[src/rtl/fp_result_unpacker.sv]
// fp_result_unpacker: drains packed FP32 / 2xBF16 result words from a small
// input FIFO and serialises them into scalar FP32 beats on a valid/ready port.
// Optional build macro: FP_UNPACK_NAN_CANON_EN replaces every NaN output beat
// with the canonical quiet NaN 32'h7FC00000.

package fp_result_unpacker_pkg;
  typedef enum logic [2:0] {
    FP32    = 3'd0,
    FP64    = 3'd1,
    FP16    = 3'd2,
    FP8     = 3'd3,
    FP16ALT = 3'd4
  } fp_fmt_e;
endpackage

module fp_result_unpacker #(
  parameter int unsigned DEPTH      = 2,
  parameter bit          LANE_ORDER = 1'b0
) (
  input  logic                                clk,
  input  logic                                rst,
  input  logic                                in_valid,
  output logic                                in_ready,
  input  fp_result_unpacker_pkg::fp_fmt_e     in_fmt,
  input  logic [31:0]                         in_data,
  output logic                                out_valid,
  input  logic                                out_ready,
  output logic [31:0]                         out_data,
  output logic                                out_lane,
  output logic                                out_last,
  output logic [$clog2(DEPTH+1)-1:0]          fifo_count
);
  import fp_result_unpacker_pkg::*;

  localparam int unsigned PW = $clog2(DEPTH);
  localparam int unsigned CW = $clog2(DEPTH+1);

  typedef enum logic [1:0] {StIdle, StFirst, StSecond} state_e;

  // Storage keeps only "is a BF16 pair", since every non-FP32 format is a pair.
  logic [31:0]   mem_data [DEPTH];
  logic          mem_pair [DEPTH];
  logic [PW-1:0] wr_ptr_q, rd_ptr_q;
  logic [CW-1:0] count_q;

  logic          push, pop, empty, load;
  logic [31:0]   head_data;
  logic          head_pair;
  logic [15:0]   first_half, second_half;

  state_e        state_q, state_d;
  logic          out_valid_q, out_valid_d;
  logic [31:0]   out_data_q, out_data_d;
  logic          out_lane_q, out_lane_d;
  logic          out_last_q, out_last_d;

  // Quiet-NaN canonicalisation of an already widened FP32 beat.
  function automatic logic [31:0] canon(input logic [31:0] x);
`ifdef FP_UNPACK_NAN_CANON_EN
    if (x[30:23] == 8'hFF && x[22:0] != 23'd0) return 32'h7FC0_0000;
`endif
    return x;
  endfunction

  // Exact BF16 -> FP32 widening: the BF16 bits become the upper half.
  function automatic logic [31:0] widen(input logic [15:0] h);
    return {h, 16'h0000};
  endfunction

  assign in_ready   = (count_q < CW'(DEPTH));
  assign empty      = (count_q == '0);
  assign push       = in_valid & in_ready;
  assign load       = ~out_valid_q | out_ready;
  assign head_data  = mem_data[rd_ptr_q];
  assign head_pair  = mem_pair[rd_ptr_q];
  assign first_half  = LANE_ORDER ? head_data[31:16] : head_data[15:0];
  assign second_half = LANE_ORDER ? head_data[15:0]  : head_data[31:16];

  assign out_valid  = out_valid_q;
  assign out_data   = out_data_q;
  assign out_lane   = out_lane_q;
  assign out_last   = out_last_q;
  assign fifo_count = count_q;

  // FIFO storage write; contents are don't-care until counted as occupied.
  always_ff @(posedge clk) begin
    if (push) begin
      mem_data[wr_ptr_q] <= in_data;
      mem_pair[wr_ptr_q] <= (in_fmt != FP32);
    end
  end

  // FIFO pointers and occupancy; DEPTH is a power of two so pointers wrap freely.
  always_ff @(posedge clk or posedge rst) begin
    if (rst) begin
      wr_ptr_q <= '0;
      rd_ptr_q <= '0;
      count_q  <= '0;
    end else begin
      if (push) wr_ptr_q <= wr_ptr_q + PW'(1);
      if (pop)  rd_ptr_q <= rd_ptr_q + PW'(1);
      unique case ({push, pop})
        2'b10:   count_q <= count_q + CW'(1);
        2'b01:   count_q <= count_q - CW'(1);
        default: count_q <= count_q;
      endcase
    end
  end

  // Beat sequencing: choose what the output register loads and when the head pops.
  always_comb begin
    state_d     = state_q;
    pop         = 1'b0;
    out_valid_d = out_valid_q;
    out_data_d  = out_data_q;
    out_lane_d  = out_lane_q;
    out_last_d  = out_last_q;
    if (load) begin
      unique case (state_q)
        StIdle, StFirst: begin
          if (empty) begin
            out_valid_d = 1'b0;
            state_d     = StIdle;
          end else if (!head_pair) begin
            out_valid_d = 1'b1;
            out_data_d  = canon(head_data);
            out_lane_d  = 1'b0;
            out_last_d  = 1'b1;
            pop         = 1'b1;
            state_d     = StFirst;
          end else begin
            // Pair stays at the head until its second lane is loaded.
            out_valid_d = 1'b1;
            out_data_d  = canon(widen(first_half));
            out_lane_d  = LANE_ORDER;
            out_last_d  = 1'b0;
            state_d     = StSecond;
          end
        end
        StSecond: begin
          out_valid_d = 1'b1;
          out_data_d  = canon(widen(second_half));
          out_lane_d  = ~LANE_ORDER;
          out_last_d  = 1'b1;
          pop         = 1'b1;
          state_d     = StFirst;
        end
        default: begin
          out_valid_d = 1'b0;
          state_d     = StIdle;
        end
      endcase
    end
  end

  // FSM state and registered output beat.
  always_ff @(posedge clk or posedge rst) begin
    if (rst) begin
      state_q     <= StIdle;
      out_valid_q <= 1'b0;
      out_data_q  <= '0;
      out_lane_q  <= 1'b0;
      out_last_q  <= 1'b0;
    end else begin
      state_q     <= state_d;
      out_valid_q <= out_valid_d;
      out_data_q  <= out_data_d;
      out_lane_q  <= out_lane_d;
      out_last_q  <= out_last_d;
    end
  end

endmodule

[config.mk]
export PLATFORM = sky130hd
export DESIGN_NAME = fp_result_unpacker
export DESIGN_NICKNAME = d
export VERILOG_FILES = /design/src/rtl/fp_result_unpacker.sv
export SDC_FILE = /design/constraint.sdc
export NUM_CORES = 1
export LEC_CHECK = 0
export ABC_AREA = 0
export ABC_CLOCK_PERIOD_IN_PS = 3000
export CAP_MARGIN = 20
export CORE_AREA = 2 2 96 98
export DETAILED_ROUTE_END_ITERATION = 6
export DIE_AREA = 0 0 98 100
export PLACE_DENSITY = 0.75
export SKIP_CTS_REPAIR_TIMING = 1
export SLEW_MARGIN = 5
export SYNTH_ARGS = -nofsm -noshare
export SYNTH_HDL_FRONTEND = slang
export SYNTH_SLANG_ARGS = --single-unit
[constraint.sdc]
create_clock -name clk -period 3 [get_ports clk]
set_input_delay 0.75 -clock clk [delete_from_list [all_inputs] [get_ports clk]]
set_output_delay 0.75 -clock clk [all_outputs]
set_load 0.03 [all_outputs]
; Word-level counts from Yosys, hierarchy flattened
; Memories as Yosys holds them, arrays and structs flattened.
; Cells that the tools add are included.
[classes]
n_addsub = 4
multipliers = 0
div = 0
magnitude_cmp = 1
eq_ne = 5
n_shift = 0
muxes = 19
bitwise_logic = 3
n_reduce_logical = 7
[ops]
columns = op, count
row1 = 32-bit two-way mux, 2
row2 = 32-bit one-hot mux with 2 select lines, 1
row3 = 1-bit two-way mux, 8
row4 = 1-bit one-hot mux with 2 select lines, 4
row5 = 2-bit one-hot mux with 2 select lines, 2
row6 = "2-bit by 1-bit equality test with 1-bit output, second input constant", 2
row7 = "2-bit equality test, second input constant", 2
row8 = 2-bit zero test, 2
row9 = 2-bit two-way mux, 2
row10 = 2-bit nonzero test, 2
row11 = 3-bit AND reduction, 1
row12 = 3-bit nonzero test, 1
row13 = "1-bit adder, second input constant", 2
row14 = "2-bit by 1-bit adder with 2-bit output, second input constant", 1
row15 = "2-bit less-than comparator, second input constant", 1
row16 = "2-bit != test, second input constant", 1
row17 = 2-bit OR reduction, 1
row18 = "2-bit by 1-bit subtractor with 2-bit output, second input constant", 1
row19 = 1-bit AND, 1
row20 = 1-bit NOT, 1
row21 = 1-bit OR, 1
[totals]
regBits = 41
latch_bits = 0
mem_bits_rw = 66
rom_bits = 0
in_bits = 39
out_inout_bits = 38
elab_cells = 49
n_memories = 2
[memory_table]
columns = name, depth, word_bits, rd, rd_ports_with_merged_regs, wr, line
row1 = mem_data, 2, 32, 1, 0, 1, 41  ; logic [31:0] mem_data [DEPTH];
row2 = mem_pair, 2, 1, 1, 0, 1, 42  ; logic mem_pair [DEPTH];

; Depth between registers and ports, before layout
; An unclocked memory read counts as a cell.
[depth]
depth_word = 7
ltp_mapped = 7
ltp_nobuf = 6

; Worst setup path after synthesis
; OpenSTA, ideal clock, no wires.
[synth_timing]
path_type = reg2reg
start = register count_q[1] (netlist: fifo_count[1])
end = memory mem_data[0][0], enable pin
arrival_time_ns = 2.399
t_required_ns = 2.577
slack_ns = 0.178
path_stages_with_launch = 4
n_path_buf = 0
path_cell_list = dfrtp_1 > inv_1 > nand2_1 > nor2_1
[synth_via]
elab_chain_len = 4
[synth_rtl]
columns = item, line
row1 = start: declaration, 44  ; logic [CW-1:0] count_q;
row2 = start signal: assignment, 103  ; 2'b10: count_q <= count_q + CW'(1);
row3 = start signal: assignment, 104  ; 2'b01: count_q <= count_q - CW'(1);
row4 = start signal: assignment, 105  ; default: count_q <= count_q;
row5 = 2-bit less-than comparator, 70  ; assign in_ready = (count_q < CW'(DEPTH));
row6 = net in_ready, 23  ; output logic in_ready,
row7 = 1-bit AND, 72  ; assign push = in_valid & in_ready;
row8 = 1-bit two-way mux, 87  ; if (push) begin
row9 = 1-bit two-way mux (not written as such), 88  ; mem_data[wr_ptr_q] <= in_data;
row10 = end: declaration, 41
; The timed path passes the listed nets, and every way through them passes these cells.

; Worst setup path after layout
[layout_timing]
start = register count_q[1] (netlist: fifo_count[1])
end = output in_ready
[layout_via]
elab_chain_len = 1
[layout_rtl]
columns = item, line
row1 = 2-bit less-than comparator, 70
row2 = end: declaration, 23
; No other way between the ends.

==> impl_metrics.toml <==
[min_path]
hold_path.class = "flip-flop to flip-flop"
hold_path_depth = 1

[yosys]
synthesis.nets = 330
ys_seq_area_share_pct = 67.9
muxShareOfSynthArea_pct = 9.29
netlist_area_um2 = 4430
avgSynthCellArea_um2 = 15.3
yosys_warnings = 0
synth-compound-area-share_pct = 10.2
synth_cell_types = 31
syn_inst = 290
synth-adder-area-share_pct = 0.282
synth_simple_gate_area_share_pct = 8.02
synth_top_family_by_area = "compound AO/OA/AOI/OAI gates"
ys_ff_latch = 107
synth_xor_area_share_pct = 0.988

[timing]
holdWs_ns = 0.519
finalCriticalPeriod_ns = 2.37
slew_headroom_pct = 48.9
setup_violations = 0
hold_violations = 0
clock.fmax_mhz = 422
post-route-period-util_pct = 79.1
worst_slack_ns = 0.628
worst_pin_slew_ns = 0.762
slew_violations = 0
clock_skew_ns = 0.00853
rsz0062_at_grt = "no"
tns_ns = 0

[cells_and_area]
utilization_pct = 61.9
seq_area_um2 = 3010
layout.cells.non_filler = 479
antenna_cells = 0
area_growth_pct = 24.2
finalInstanceArea_um2 = 5500
n_fill_cell = 673
drive_above_1_share_pct = 13.6
multiInputGateArea_um2 = 1280
nNetsFinal = 403

[status]
status = "complete, no violations"

[floorplanning]
rows = 35
start_util_pct = 49.8
dieArea_um2 = 9800
fp.dieH_um = 100
die_x_um = 98
coreArea_um2 = 8890
num_io_pins = 77

[worst_setup_path]
worstSetupPathType = "flip-flop to primary output"
rr_worst_depth = 5
critPathLaunchType = "flip-flop"
arrival_ns = 1.62
cp.required_ns = 2.25
cp_max_fo = 4
critPathCaptureType = "primary output"

[place]
pre_cts_ws_ns = 0.401
post-place-cells = 463
port-buffer-count = 76
gp_congestion = 0.807
placed_area_um2 = 5280
dpl.hpwl_um = 5830

[global_routing]
grt.busiest_layer = "met2"
grt_usage_pct = 19.1
grt_use_met1_pct = 25.5
use_met3_pct = 3.48
grt_pass1_wl_um = 14400
use_met2_pct = 30.9
grt.overflow.total = 0
grt_pass1_vias = 2807
grt_max_degree = 50
antenna_found_initial = 0

[detailed_routing]
vias = 2704
via_per_inst = 5.65
totalWireLength_um = 8950
final_antenna_net_count = 0
post-route-drc-count = 0
drt_pass1_iterations = 5
post_drt_wl_per_cell_um = 18.7
drtIter0Drc = 186

[clock_network]
cts_max_level = 3
cts_num_sinks = 107
clkTransAtPathRegs_ns = 0.10
cts_buffer_depth = 2
cts_buffers = 9
clock_latency_ns = 0.37
root_buffer = "clkbuf_8"
cts_tree = "done"

[pwr]
power.internal_mw = 3.71
fin_total_pwr_mw = 6.02
netSwitchingFraction_pct = 38.4
power_frac_comb_pct = 45.8
pwr-share-seq_pct = 38.0
powerDensity_nw_per_um2 = 1090
p_clk_share_pct = 16.2
p_sw_mw = 2.31
p_leak_nw = 2.13
irDropWorstVdd_mv = 0.434

[flow_run]
maxCapViolCount = 0
==> sequential cells by signal (all words and copies together) (netlist names) <==
| signal | count |
|---|---|
| rd_ptr_q | 1 |
| state_q | 2 |
| mem_data | 64 |
| out_valid | 1 |
| mem_pair | 2 |
| wr_ptr_q | 1 |
| out_last | 1 |
| fifo_count | 2 |
| out_data | 32 |
| out_lane | 1 |
==> cell type report <==
cell class / instances / area share [%]
timing repair buffer: 87 / 15.3
multi-input combinational: 156 / 23.3
clock inverter: 7 / 1.80
clock buffer: 9 / 2.25
inverter: 2 / 0.136
tap: 111 / 2.52
sequential: 107 / 54.7
==> cell usage in the layout (no fill, tap or decap), types with 2 or more instances in the layout <==
master and n:
o21bai_1 3, clkbuf_8 9, clkdlybuf4s50_1 76, mux2i_1 16, a221oi_1 16, mux2_4 13, edfxtp_1 66, o31ai_1 32
or3_1 2, and3_1 17, xnor2_1 4, inv_6 2, nand2_1 3, dfrtp_1 40, nor2b_1 18, nor3_1 16
buf_4 11, mux2_2 5, bufinv_16 2
==> power groups by stage <==
| stage | registers, mW | logic (mW) | clock network, mW |
|---|---|---|---|
| finish | 2.29 | 2.75 | 0.974 |
| global route | 2.34 | 2.94 | 1.04 |
| floorplan | 2.73 | 1.45 | 0 |
| global placement | 2.31 | 2.71 | 0 |
| detailed placement | 2.32 | 2.78 | 0 |
| CTS | 2.30 | 2.78 | 0.989 |
==> synth_stat cells <==
cell       count  area [um^2]
a21o_1         1         7.51
buf_1          1         3.75
and2_4         1         8.76
o21ai_0        1         5.00
buf_8          1         15.0
buf_6          4         45.0
edfxtp_1      66         1980
or3_1          2         12.5
o21bai_1       3         22.5
clkbuf_2       1         5.00
mux2_2         5         56.3
nor3_2         1         10.0
dfrtp_1       41         1030
xnor2_1        4         35.0
nand2_1        3         11.3
mux2i_1       16          160
inv_1          2         7.51
nor2_1         2         7.51
a22o_1         1         8.76
buf_2          3         15.0
nor2b_1       18          113
o31ai_1       32          240
mux2_4        13          195
xor2_1         1         8.76
a2111oi_4      1         27.5
nand2b_1       1         6.26
nor3_1        16         80.1
clkbuf_1      15         56.3
ha_1           1         12.5
a221oi_1      16          140
and3_1        17          106
==> worst paths after layout <==
kind / startpoint / to / slack, ns
setup / recovery: fifo_count[1] / in_ready / 0.63
hold / removal: out_data[6] / out_data[6] / 0.52
setup reg to reg: state_q[1] / out_data[12] / 1.00
hold reg to reg: out_data[6] / out_data[6] / 0.52
max in group asynchronous: rst / out_data[14] / 1.58
min in group asynchronous: rst / fifo_count[0] / 0.72
==> logic make-up (layout without fill, tap and decap cells) <==
family / count (synthesis) / in the layout
AOI/OAI and AO/OA: 55 / 55
xor gates and xnor gates: 5 / 5
adders and majority gates: 1 / 1
buffers and inverters: 27 / 105
DFF: 107 / 107
muxes: 34 / 34
and+or+nand+nor: 61 / 61
==> metal layers <==
layer	part of all wire (%)	up-vias
met5	0	-
li1	-	1260
met1	42	1325
met4	2.4	0
met3	5.5	19
met2	50	100
==> worst max-delay path, cell delays in order (launching register included) <==
cell	delay, ns
dfrtp_1	0.43
inv_1	0.14
clkdlybuf4s50_1	0.68
(Power assumes the default switching activity.)
